--- src/rtl/arb_defs.sv ---
// Shared constants and state encoding for the 4-way round-robin arbiter.
package arb_defs;
  localparam int NUM_REQ = 4;
  localparam int IDX_W   = 2;

  typedef enum logic [1:0] {
    ST_IDLE  = 2'd0,
    ST_GRANT = 2'd1,
    ST_GAP   = 2'd2
  } state_t;
endpackage

--- src/rtl/rr_pick4.sv ---
// Combinational round-robin pick: first set request after ptr, wrapping around.
module rr_pick4
  import arb_defs::*;
(
  input  logic [NUM_REQ-1:0] req,
  input  logic [IDX_W-1:0]   ptr,
  output logic [IDX_W-1:0]   win_idx,
  output logic               any
);
  logic [IDX_W-1:0] idx;

  // Scan from farthest to nearest so the nearest set bit after ptr wins.
  always_comb begin
    win_idx = ptr;
    idx     = ptr;
    for (int k = NUM_REQ; k >= 1; k--) begin
      idx = ptr + IDX_W'(k);
      if (req[idx]) win_idx = idx;
    end
    any = |req;
  end
endmodule

--- src/rtl/rr_arb4_sel.sv ---
// Round-robin arbiter driving a 2-to-4 decoder: registered index/enable,
// hold timeout, and a one-cycle dead gap between consecutive grants.
module rr_arb4_sel
  import arb_defs::*;
#(
  parameter int unsigned HOLD_MAX = 8
) (
  input  logic               clk,
  input  logic               rst_n,
  input  logic [NUM_REQ-1:0] req,
  input  logic               done,
  output logic [IDX_W-1:0]   gnt_idx,
  output logic               gnt_en,
  output logic               timeout,
  output logic               busy
);
  localparam int CNT_W = (HOLD_MAX == 0) ? 1 : $clog2(HOLD_MAX + 1);
  localparam logic [CNT_W-1:0] CNT_LIM = CNT_W'((HOLD_MAX == 0) ? 0 : HOLD_MAX - 1);

  state_t           state_q, state_d;
  logic [IDX_W-1:0] gnt_idx_q, gnt_idx_d;
  logic             gnt_en_q, gnt_en_d;
  logic             timeout_q, timeout_d;
  logic             busy_q, busy_d;
  logic [CNT_W-1:0] cnt_q, cnt_d;
  logic [IDX_W-1:0] ptr_q, ptr_d;

  logic [IDX_W-1:0] win_idx;
  logic             req_any;
  logic             release_now;
  logic             hold_hit;

  rr_pick4 u_pick (
    .req     (req),
    .ptr     (ptr_q),
    .win_idx (win_idx),
    .any     (req_any)
  );

  always_comb begin
    state_d     = state_q;
    gnt_idx_d   = gnt_idx_q;
    gnt_en_d    = 1'b0;
    timeout_d   = 1'b0;
    cnt_d       = cnt_q;
    ptr_d       = ptr_q;
    release_now = done || !req[gnt_idx_q];
    hold_hit    = (HOLD_MAX != 0) && (cnt_q == CNT_LIM);

    case (state_q)
      ST_IDLE, ST_GAP: begin
        if (req_any) begin
          state_d   = ST_GRANT;
          gnt_idx_d = win_idx;
          gnt_en_d  = 1'b1;
          cnt_d     = '0;
        end else begin
          state_d = ST_IDLE;
        end
      end
      ST_GRANT: begin
        // A voluntary release takes precedence: timeout only flags a forced exit.
        if (release_now || hold_hit) begin
          state_d   = ST_GAP;
          ptr_d     = gnt_idx_q;
          timeout_d = !release_now;
        end else begin
          gnt_en_d = 1'b1;
          if (cnt_q != '1) cnt_d = cnt_q + 1'b1;
        end
      end
      default: state_d = ST_IDLE;
    endcase

    busy_d = (state_d != ST_IDLE);
  end

  always_ff @(posedge clk or negedge rst_n) begin
    if (!rst_n) begin
      state_q   <= ST_IDLE;
      gnt_idx_q <= '0;
      gnt_en_q  <= 1'b0;
      timeout_q <= 1'b0;
      busy_q    <= 1'b0;
      cnt_q     <= '0;
      ptr_q     <= IDX_W'(NUM_REQ - 1);
    end else begin
      state_q   <= state_d;
      gnt_idx_q <= gnt_idx_d;
      gnt_en_q  <= gnt_en_d;
      timeout_q <= timeout_d;
      busy_q    <= busy_d;
      cnt_q     <= cnt_d;
      ptr_q     <= ptr_d;
    end
  end

  assign gnt_idx = gnt_idx_q;
  assign gnt_en  = gnt_en_q;
  assign timeout = timeout_q;
  assign busy    = busy_q;
endmodule
--- config.mk ---
export PLATFORM = sky130hd
export DESIGN_NAME = rr_arb4_sel
export DESIGN_NICKNAME = d
export VERILOG_FILES = /design/src/rtl/arb_defs.sv /design/src/rtl/rr_pick4.sv /design/src/rtl/rr_arb4_sel.sv
export SDC_FILE = /design/constraint.sdc
export NUM_CORES = 1
export LEC_CHECK = 0
export ABC_CLOCK_PERIOD_IN_PS = 2100
export CAP_MARGIN = 20
export CORE_MARGIN = 2
export CORE_UTILIZATION = 45
export CTS_CLUSTER_DIAMETER = 200
export CTS_CLUSTER_SIZE = 40
export DETAILED_ROUTE_END_ITERATION = 16
export HOLD_SLACK_MARGIN = 0.12
export MAX_ROUTING_LAYER = met4
export PLACE_DENSITY = 0.8
export SKIP_LAST_GASP = 1
export SLEW_MARGIN = 20
export SYNTH_ARGS = -nofsm -noshare
export SYNTH_HDL_FRONTEND = slang
export SYNTH_SLANG_ARGS = --single-unit
--- constraint.sdc ---
create_clock -name clk -period 2.1 [get_ports clk]
set_input_delay 0.42 -clock clk [delete_from_list [all_inputs] [get_ports clk]]
set_output_delay 0.42 -clock clk [all_outputs]
set_load 0.01 [all_outputs]
==> results.py, run 1 <==
metrics = {
    "grt": {
        "grt_overflow": 0,
        "grt_max_degree": 14,
        "grtUsageTotal": 0.161,
        "grt_pass1_vias": 485,
        "grt_pass1_wl_um": 2130,
        "grt_antenna_before_repair": 0,
    },
    "clocking": {
        "post-cts-setup-buffers": 0,
        "clock-root-buffer": "clkbuf_4",
        "cts_tree": "yes",
        "cts.clk_slew.worst_paths_ns": 0.07,
        "hold_buffers": 0,
        "clock_latency_ns": 0.27,
        "cts.sinks": 13,
        "cts_buffers": 3,
        "clock_path_buffers": 2,
        "htreeDepth": 1,
        "cts_resized": 0,
    },
    "critical_path": {
        "worst_path_max_delay_cell": "clkdlybuf4s50_1",
        "crit_family": "multiplexers",
        "crit_fanout": 7,
        "required_ns": 2.30,
        "path_buf_inv": 1,
        "slowest_delay_ns": 0.48,
        "r2r-end": "cnt_q[1]$_DFFE_PN0P_",
        "timing.rr.start": "gnt_idx[1]$_DFFE_PN0P_",
        "endpoint_kind": "flip-flop",
        "critical_path_arrival_ns": 1.92,
        "rrSetupSlack_ns": 0.53,
        "r2r_cells": 4,
        "path_class": "in -> reg",
        "worstSetupStartpointType": "input port",
        "cp_cell_sequence": "clkdlybuf4s50_1, mux2_4, a32oi_4, nand2b_4, mux2i_1",
    },
    "pwr": {
        "pwr-share-clk": 0.137,
        "p_seq_frac": 0.409,
        "p_int_mw": 0.714,
        "switchingPower_mw": 0.376,
        "switching_share": 0.345,
        "p_leak_nw": 0.382,
        "power_frac_comb": 0.454,
        "power.density_nw_per_um2": 1260,
        "vdd_ir_drop_max_mv": 0.679,
    },
    "placed_design": {
        "preCtsSetupSlack_ns": 0.0878,
        "hpwl_um": 971,
        "place_area_um2": 841,
        "io_buffers": 11,
        "routabilityCongestion": 0.748,
    },
    "finish": {
        "design_area_um2": 867,
        "final_core_util": 0.582,
        "drive_above_1_share": 0.215,
        "areaGrowthSynthToFinish_pct": 22.4,
        "num-nets-final": 88,
        "diodes": 0,
    },
    "die": {
        "io-pin-count": 12,
        "die_w_um": 43.7,
        "initial_core_util": 0.476,
        "die_h_um": 43.7,
        "core_area_um2": 1490,
        "die_area_um2": 1910,
        "row_count": 14,
    },
    "detailed_routing": {
        "dr.pass1.iters": 4,
        "vias": 512,
        "drcViolationCount": 0,
        "ant_nets": 0,
        "routed_via_density": 5.39,
        "routed_wl_um": 1250,
        "wl_per_cell_um": 13.1,
        "drtIter0Drc": 3,
    },
    "run_status": {
        "status": "finished, final reports clean",
    },
    "sta": {
        "setup_violations": 0,
        "final_max_slew_viol_count": 0,
        "worst_slew_pin_slew_ns": 0.544,
        "period_share": 0.823,
        "hold_viol_final": 0,
        "relSlewSlack": 0.636,
        "layout_min_cycle_time_ns": 1.73,
        "timing.fmax_ghz": 0.579,
        "final.setup.tns_ns": 0,
        "layout_setup_ws_ns": 0.373,
        "finClkSkew_ns": 0.00502,
        "rsz0062_at_grt": "false",
    },
    "synth": {
        "yosys_warnings": 0,
        "synth_flop_cell": "dfrtp_1",
        "synth-seq-cells": 13,
        "ys_seq_area_frac": 0.463,
        "synthDistinctLibCells": 28,
        "avgSynthCellArea_um2": 11.1,
        "synth_nets": 72,
        "syn_inst": 64,
        "async_flop_share": 1.00,
        "syn-cell-area_um2": 708,
        "synth-edff-count": 0,
    },
    "worst_hold_path": {
        "hold_path.class": "in -> async",
    },
    "run": {
        "max_cap_viol_count": 0,
    },
}
power groups by stage:
stage	clock network (mW)	logic [mW]	registers, mW
floorplan	0	0.332	0.445
global placement	0	0.487	0.446
detailed placement	0	0.501	0.450
CTS	0.159	0.503	0.446
global route	0.173	0.543	0.459
finish	0.149	0.495	0.446
routing by layer:
metal  wire length, um  vias to the layer above  global-route usage
met3                56                        5              0.0625
met5                 0                        -                   -
met1               594                      238               0.186
li1                  -                      258                   -
met2               577                       11               0.253
met4                18                        0              0.0545
how the worst max path moves through the flow:
| stage | cells after the start | start | end |
|---|---|---|---|
| floorplan | 4 | gnt_idx[1]$_DFFE_PN0P_ | cnt_q[0]$_DFFE_PN0P_ |
| global placement | 5 | req[0] | cnt_q[1]$_DFFE_PN0P_ |
| detailed placement | 5 | req[0] | cnt_q[0]$_DFFE_PN0P_ |
| CTS | 1 | gnt_idx[1]$_DFFE_PN0P_ | gnt_idx[1] |
| global route | 5 | req[0] | cnt_q[1]$_DFFE_PN0P_ |
| finish | 5 | req[0] | cnt_q[1]$_DFFE_PN0P_ |
area by class of cell:
type	count	area [um^2]
fill	119	622
multi-input combinational	45	357
sequential	13	328
timing repair buffer	12	118
clock buffer	4	26.3
tap	16	20.0
inverter	5	18.8
stage by stage:
stage	hold WS, ns	total power [mW]	instances
6_report	0.496	1.09	95
3_3_place_gp	0.489	0.933	91
5_1_grt	0.528	1.17	95
4_1_cts	0.510	1.11	95
2_1_floorplan	0.124	0.777	64
3_5_place_dp	0.499	0.951	91
cells by family (layout without fill, tap and decap cells):
| family | count (synthesis) | after routing | synth area share |
|---|---|---|---|
| simple gates | 20 | 20 | 0.159 |
| compound gates | 18 | 18 | 0.214 |
| flops | 13 | 13 | 0.463 |
| mux | 6 | 6 | 0.113 |
| buf+inv | 6 | 21 | 0.0336 |
| fa+ha+maj | 1 | 1 | 0.0177 |
worst reg2reg max path, stage by stage (launching register included):
cell and delay, ns:
dfrtp_1 0.46, mux2_4 0.35, a32oi_4 0.32, nand2b_4 0.20, mux2i_1 0.17
sequential cells by signal, indices dropped and copies added (netlist names):
signal / flops
ptr_q: 2
cnt_q: 4
gnt_en: 1
state_q: 2
timeout: 1
busy: 1
gnt_idx: 2
layout by cell type (no fill, tap or decap):
| cell | n |
|---|---|
| dfrtp_1 | 11 |
| clkdlybuf4s50_1 | 11 |
| nand2_1 | 6 |
| o21ai_0 | 6 |
| inv_1 | 5 |
| nor2_1 | 4 |
| mux2_4 | 4 |
| nand2b_1 | 3 |
| clkbuf_4 | 3 |
| nor2b_1 | 2 |
| a21oi_1 | 2 |
| mux2i_1 | 2 |
| dfstp_2 | 2 |
| and4bb_2 | 1 |
| a32oi_4 | 1 |
| o41ai_1 | 1 |
| a22oi_2 | 1 |
| o21a_4 | 1 |
| nor3_1 | 1 |
| nand4_1 | 1 |
| o211ai_1 | 1 |
| o31ai_1 | 1 |
| or2_2 | 1 |
| a211oi_1 | 1 |
| o21a_1 | 1 |
| nand2b_4 | 1 |
| a2111oi_0 | 1 |
| a21o_2 | 1 |
| ha_1 | 1 |
| clkbuf_1 | 1 |
| buf_4 | 1 |
cell usage after synthesis (2+ instances only):
| library cell | n | area, um^2 |
|---|---|---|
| nor2b_1 | 2 | 12.5 |
| dfstp_2 | 2 | 52.6 |
| nor2_1 | 4 | 15.0 |
| nand2_1 | 6 | 22.5 |
| mux2i_1 | 2 | 20.0 |
| a21oi_1 | 2 | 10.0 |
| dfrtp_1 | 11 | 275 |
| o21ai_0 | 6 | 30.0 |
| inv_1 | 5 | 18.8 |
| nand2b_1 | 3 | 18.8 |
| mux2_4 | 4 | 60.1 |
No activity file was read; power rests on OpenSTA's default activity.
==> run 2, diff against run 1 <==
--- a/config.mk
+++ b/config.mk
@@ -5,7 +5,7 @@
 export SDC_FILE = /design/constraint.sdc
 export NUM_CORES = 1
 export LEC_CHECK = 0
-export ABC_CLOCK_PERIOD_IN_PS = 2100
+export ABC_CLOCK_PERIOD_IN_PS = 1650
 export CAP_MARGIN = 20
 export CORE_MARGIN = 2
 export CORE_UTILIZATION = 45
==> constraint.sdc (replaced) <==
create_clock -name clk -period 1.65 [get_ports clk]
set_input_delay 0.33 -clock clk [delete_from_list [all_inputs] [get_ports clk]]
set_output_delay 0.33 -clock clk [all_outputs]
set_load 0.01 [all_outputs]
==> results.py, run 2 (synthesis results as in run 1) <==
metrics = {
    "grt": {
        "grt_pass1_wl_um": 2380,
        "grt_max_degree": 14,
        "grt_pass1_vias": 560,
        "grtUsageTotal": 0.178,
        "grt_overflow": 0,
        "grt_antenna_before_repair": 0,
    },
    "critical_path": {
        "slowest_delay_ns": 0.56,
        "crit_family": "buffers and inverters",
        "path_class": "reg -> out",
        "critical_path_arrival_ns": 1.26,
        "crit_fanout": 5,
        "cp.depth": 1,
        "timing.rr.start": "gnt_idx[1]$_DFFE_PN0P_",
        "cp-endpoint": "gnt_idx[1]",
        "rrSetupSlack_ns": 0.13,
        "worstSetupStartpointType": "flip-flop",
        "r2r_cells": 4,
        "cp_cell_sequence": "clkdlybuf4s50_1",
        "path_buf_inv": 1,
        "worst_path_max_delay_cell": "clkdlybuf4s50_1",
        "r2r-end": "ptr_q[1]$_DFFE_PN1P_",
        "critPathLaunch": "gnt_idx[1]$_DFFE_PN0P_",
        "required_ns": 1.32,
        "endpoint_kind": "primary output",
    },
    "clocking": {
        "htreeDepth": 1,
        "cts.clk_slew.worst_paths_ns": 0.08,
        "hold_buffers": 0,
        "cts_buffers": 3,
        "clock_latency_ns": 0.28,
        "cts_tree": "yes",
        "post-cts-setup-buffers": 0,
        "clock_path_buffers": 2,
        "cts_resized": 1,
        "cts.sinks": 13,
        "clock-root-buffer": "clkbuf_4",
    },
    "finish": {
        "most-common-layout-cells": "11 x clkdlybuf4s50_1, 9 x dfrtp_1, 9 x buf_4",
        "regMostFlops": "cnt_q",
        "num-nets-final": 96,
        "final_common_cell": "clkdlybuf4s50_1",
        "final_core_util": 0.629,
        "design_area_um2": 937,
        "diodes": 0,
        "largest_reg_flops": 4,
        "drive_above_1_share": 0.322,
        "areaGrowthSynthToFinish_pct": 32.3,
    },
    "run": {
        "max_cap_viol_count": 0,
    },
    "detailed_routing": {
        "drcViolationCount": 0,
        "routed_wl_um": 1390,
        "wl_per_cell_um": 13.5,
        "routed_via_density": 5.36,
        "ant_nets": 0,
        "dr.pass1.iters": 4,
        "drtIter0Drc": 3,
        "vias": 552,
    },
    "sta": {
        "worst_slew_pin_slew_ns": 0.358,
        "finClkSkew_ns": 0.00626,
        "hold_viol_final": 0,
        "layout_min_cycle_time_ns": 1.59,
        "layout_setup_ws_ns": 0.0583,
        "rsz0062_at_grt": "true",
        "setup_violations": 0,
        "relSlewSlack": 0.755,
        "final_max_slew_viol_count": 0,
        "period_share": 0.965,
        "timing.fmax_ghz": 0.628,
        "fin_hold_ws_ns": 0.343,
    },
    "worst_hold_path": {
        "hold_path.class": "in -> async",
    },
    "die": {
        "core_area_um2": 1490,
        "die_h_um": 43.7,
        "row_count": 14,
        "initial_core_util": 0.476,
        "die_w_um": 43.7,
        "die_area_um2": 1910,
        "io-pin-count": 12,
    },
    "pwr": {
        "p_leak_nw": 0.421,
        "power_mw": 1.46,
        "vdd_ir_drop_max_mv": 0.859,
        "power.density_nw_per_um2": 1560,
    },
    "placed_design": {
        "io_buffers": 11,
        "hpwl_um": 1010,
        "place_area_um2": 901,
        "preCtsSetupSlack_ns": -0.204,
        "routabilityCongestion": 0.836,
    },
    "run_status": {
        "status": "finished, final reports clean",
    },
}
==> run 2: power by group <==
| group | switching (mW) | internal, mW |
|---|---|---|
| Clock | 0.107 | 0.0938 |
| Sequential | 0.116 | 0.457 |
| Combinational | 0.291 | 0.397 |
| Total | 0.514 | 0.948 |
==> run 2: how the worst min path moves through the flow <==
| stage | startpoint | end | depth (start not counted) |
|---|---|---|---|
| final | rst_n | cnt_q[1]$_DFFE_PN0P_ | 2 |
| after global routing | rst_n | gnt_idx[0]$_DFFE_PN0P_ | 2 |
| after CTS | rst_n | gnt_idx[0]$_DFFE_PN0P_ | 2 |
| after detailed placement | cnt_q[3]$_DFFE_PN0P_ | timeout$_DFF_PN0_ | 1 |
| after global placement | cnt_q[3]$_DFFE_PN0P_ | timeout$_DFF_PN0_ | 1 |
| after floorplan | rst_n | busy$_DFF_PN0_ | 0 |
==> run 2: per-layer routing <==
metal  global-route usage  part of all wire
met1                0.202              0.47
met2                0.294              0.49
met3               0.0625             0.035
met4               0.0545                 0
met5                    -                 0
==> run 2: layout make-up <==
| class | instances | area, um^2 |
|---|---|---|
| clock buffer | 4 | 26.3 |
| inverter | 5 | 18.8 |
| sequential | 13 | 330 |
| fill | 118 | 552 |
| tap | 16 | 20.0 |
| timing repair buffer | 20 | 178 |
| multi-input combinational | 45 | 364 |
==> run 2: stage by stage <==
| stage | std cells | setup TNS (ns) |
|---|---|---|
| after global routing | 103 | -0.00544 |
| after floorplan | 64 | 0 |
| after global placement | 99 | -1.43 |
| final | 103 | 0 |
| after CTS | 103 | 0 |
| after detailed placement | 99 | -1.75 |
==> run 3, diff against run 2 <==
--- a/config.mk
+++ b/config.mk
@@ -5,7 +5,7 @@
 export SDC_FILE = /design/constraint.sdc
 export NUM_CORES = 1
 export LEC_CHECK = 0
-export ABC_CLOCK_PERIOD_IN_PS = 1650
+export ABC_CLOCK_PERIOD_IN_PS = 1900
 export CAP_MARGIN = 20
 export CORE_MARGIN = 2
 export CORE_UTILIZATION = 45
==> constraint.sdc (replaced) <==
create_clock -name clk -period 1.9 [get_ports clk]
set_input_delay 0.38 -clock clk [delete_from_list [all_inputs] [get_ports clk]]
set_output_delay 0.38 -clock clk [all_outputs]
set_load 0.01 [all_outputs]
==> results.py, run 3 (synthesis results as in run 1) <==
metrics = {
    "grt": {
        "grt_max_degree": 14,
        "grt_pass1_vias": 538,
        "grt_pass1_wl_um": 2330,
        "grt_antenna_before_repair": 0,
        "grtUsageTotal": 0.176,
        "grt_overflow": 0,
    },
    "sta": {
        "worst_slew_pin_slew_ns": 0.580,
        "setup_violations": 0,
        "timing.fmax_ghz": 0.587,
        "layout_min_cycle_time_ns": 1.70,
        "final_max_slew_viol_count": 0,
        "period_share": 0.896,
        "finClkSkew_ns": 0.00485,
        "relSlewSlack": 0.612,
        "hold_viol_final": 0,
        "rsz0062_at_grt": "false",
    },
    "detailed_routing": {
        "wl_per_cell_um": 14.2,
        "dr.pass1.iters": 4,
        "drcViolationCount": 0,
        "routed_wl_um": 1410,
        "routed_via_density": 5.51,
        "drtIter0Drc": 12,
        "ant_nets": 0,
        "vias": 545,
    },
    "worst_hold_path": {
        "hold_path.class": "in -> async",
    },
    "clocking": {
        "cts_buffers": 3,
        "cts.clk_slew.worst_paths_ns": 0.08,
        "hold_buffers": 0,
        "cts.sinks": 13,
        "clock-root-buffer": "clkbuf_4",
        "clock_latency_ns": 0.28,
        "post-cts-setup-buffers": 0,
        "clock_path_buffers": 2,
        "cts_tree": "yes",
        "cts_resized": 0,
        "htreeDepth": 1,
    },
    "pwr": {
        "p_leak_nw": 0.401,
        "vdd_ir_drop_max_mv": 0.680,
        "power_mw": 1.24,
        "power.density_nw_per_um2": 1380,
    },
    "finish": {
        "drive_above_1_share": 0.253,
        "most-common-layout-cells": "11 x dfrtp_1, 11 x clkdlybuf4s50_1, 6 x nand2_1, 6 x o21ai_0",
        "final_core_util": 0.603,
        "final_cells": 99,
        "diodes": 0,
        "num-nets-final": 92,
        "regMostFlops": "cnt_q",
        "areaGrowthSynthToFinish_pct": 26.7,
        "largest_reg_flops": 4,
    },
    "die": {
        "die_w_um": 43.7,
        "io-pin-count": 12,
        "row_count": 14,
        "initial_core_util": 0.476,
        "die_area_um2": 1910,
        "core_area_um2": 1490,
        "die_h_um": 43.7,
    },
    "placed_design": {
        "io_buffers": 11,
        "routabilityCongestion": 0.782,
        "numPlacedInstances": 95,
        "hpwl_um": 1050,
    },
    "critical_path": {
        "slowest_delay_ns": 0.58,
        "worstSetupStartpointType": "flip-flop",
        "critical_path_arrival_ns": 1.32,
        "path_buf_inv": 1,
        "r2r_cells": 4,
        "endpoint_kind": "primary output",
        "crit_fanout": 5,
        "rrSetupSlack_ns": 0.35,
        "cp_cell_sequence": "clkdlybuf4s50_1",
        "worst_path_max_delay_cell": "clkdlybuf4s50_1",
        "cp.depth": 1,
        "path_class": "reg -> out",
        "crit_family": "buffers and inverters",
        "required_ns": 1.52,
    },
    "run_status": {
        "status": "finished, final reports clean",
    },
    "run": {
        "max_cap_viol_count": 0,
    },
}
-- run 3: cell types whose count changed in the layout (fill, tap and decap cells not counted), sizes merged --
cell / before / now
buf: 9 / 5
-- run 3: through the flow --
| step | setup slack [ns] | TNS (ns) | area, um^2 | hold WS, ns |
|---|---|---|---|---|
| floorplan | 0.413 | 0 | 708 | 0.0844 |
| global placement | 0.0455 | 0 | 871 | 0.473 |
| detailed placement | -0.00665 | -0.0102 | 871 | 0.484 |
| CTS | 0.189 | 0 | 897 | 0.488 |
| global route | 0.149 | 0 | 897 | 0.499 |
| finish | 0.197 | 0 | 897 | 0.464 |
-- run 3: area by class of cell --
class                           instances  area, um^2
Inverter                                5        18.8
Fill cell                             120         592
Clock buffer                            4        26.3
Multi-Input combinational cell         45         357
Sequential cell                        13         328
Tap cell                               16        20.0
Timing Repair Buffer                   16         148
-- run 3: report_power, final --
part / total [mW] / leakage (nW) / switching (mW) / internal (mW)
clock: 0.175 / 0.0150 / 0.0937 / 0.0814
sequential: 0.497 / 0.161 / 0.104 / 0.393
combinational: 0.570 / 0.225 / 0.245 / 0.325
total: 1.24 / 0.401 / 0.443 / 0.799
-- run 3: final timing paths --
check | start | endpoint
worst max-delay path | gnt_idx[1]$_DFFE_PN0P_ | gnt_idx[1]
worst min-delay path | rst_n | timeout$_DFF_PN0_
worst max register to register | gnt_idx[1]$_DFFE_PN0P_ | cnt_q[0]$_DFFE_PN0P_
worst min register to register | cnt_q[3]$_DFFE_PN0P_ | timeout$_DFF_PN0_
max in group asynchronous | rst_n | gnt_idx[1]$_DFFE_PN0P_
min in group clk | cnt_q[3]$_DFFE_PN0P_ | timeout$_DFF_PN0_
-- run 3: routing by layer --
| layer | share of wire | wire (um) | vias up | global-route usage |
|---|---|---|---|---|
| met3 | 0.065 | 91 | 2 | 0.0625 |
| li1 | - | - | 266 | - |
| met5 | 0 | 0 | - | - |
| met4 | 0.0078 | 11 | 0 | 0.0545 |
| met2 | 0.47 | 669 | 19 | 0.282 |
| met1 | 0.45 | 635 | 258 | 0.207 |
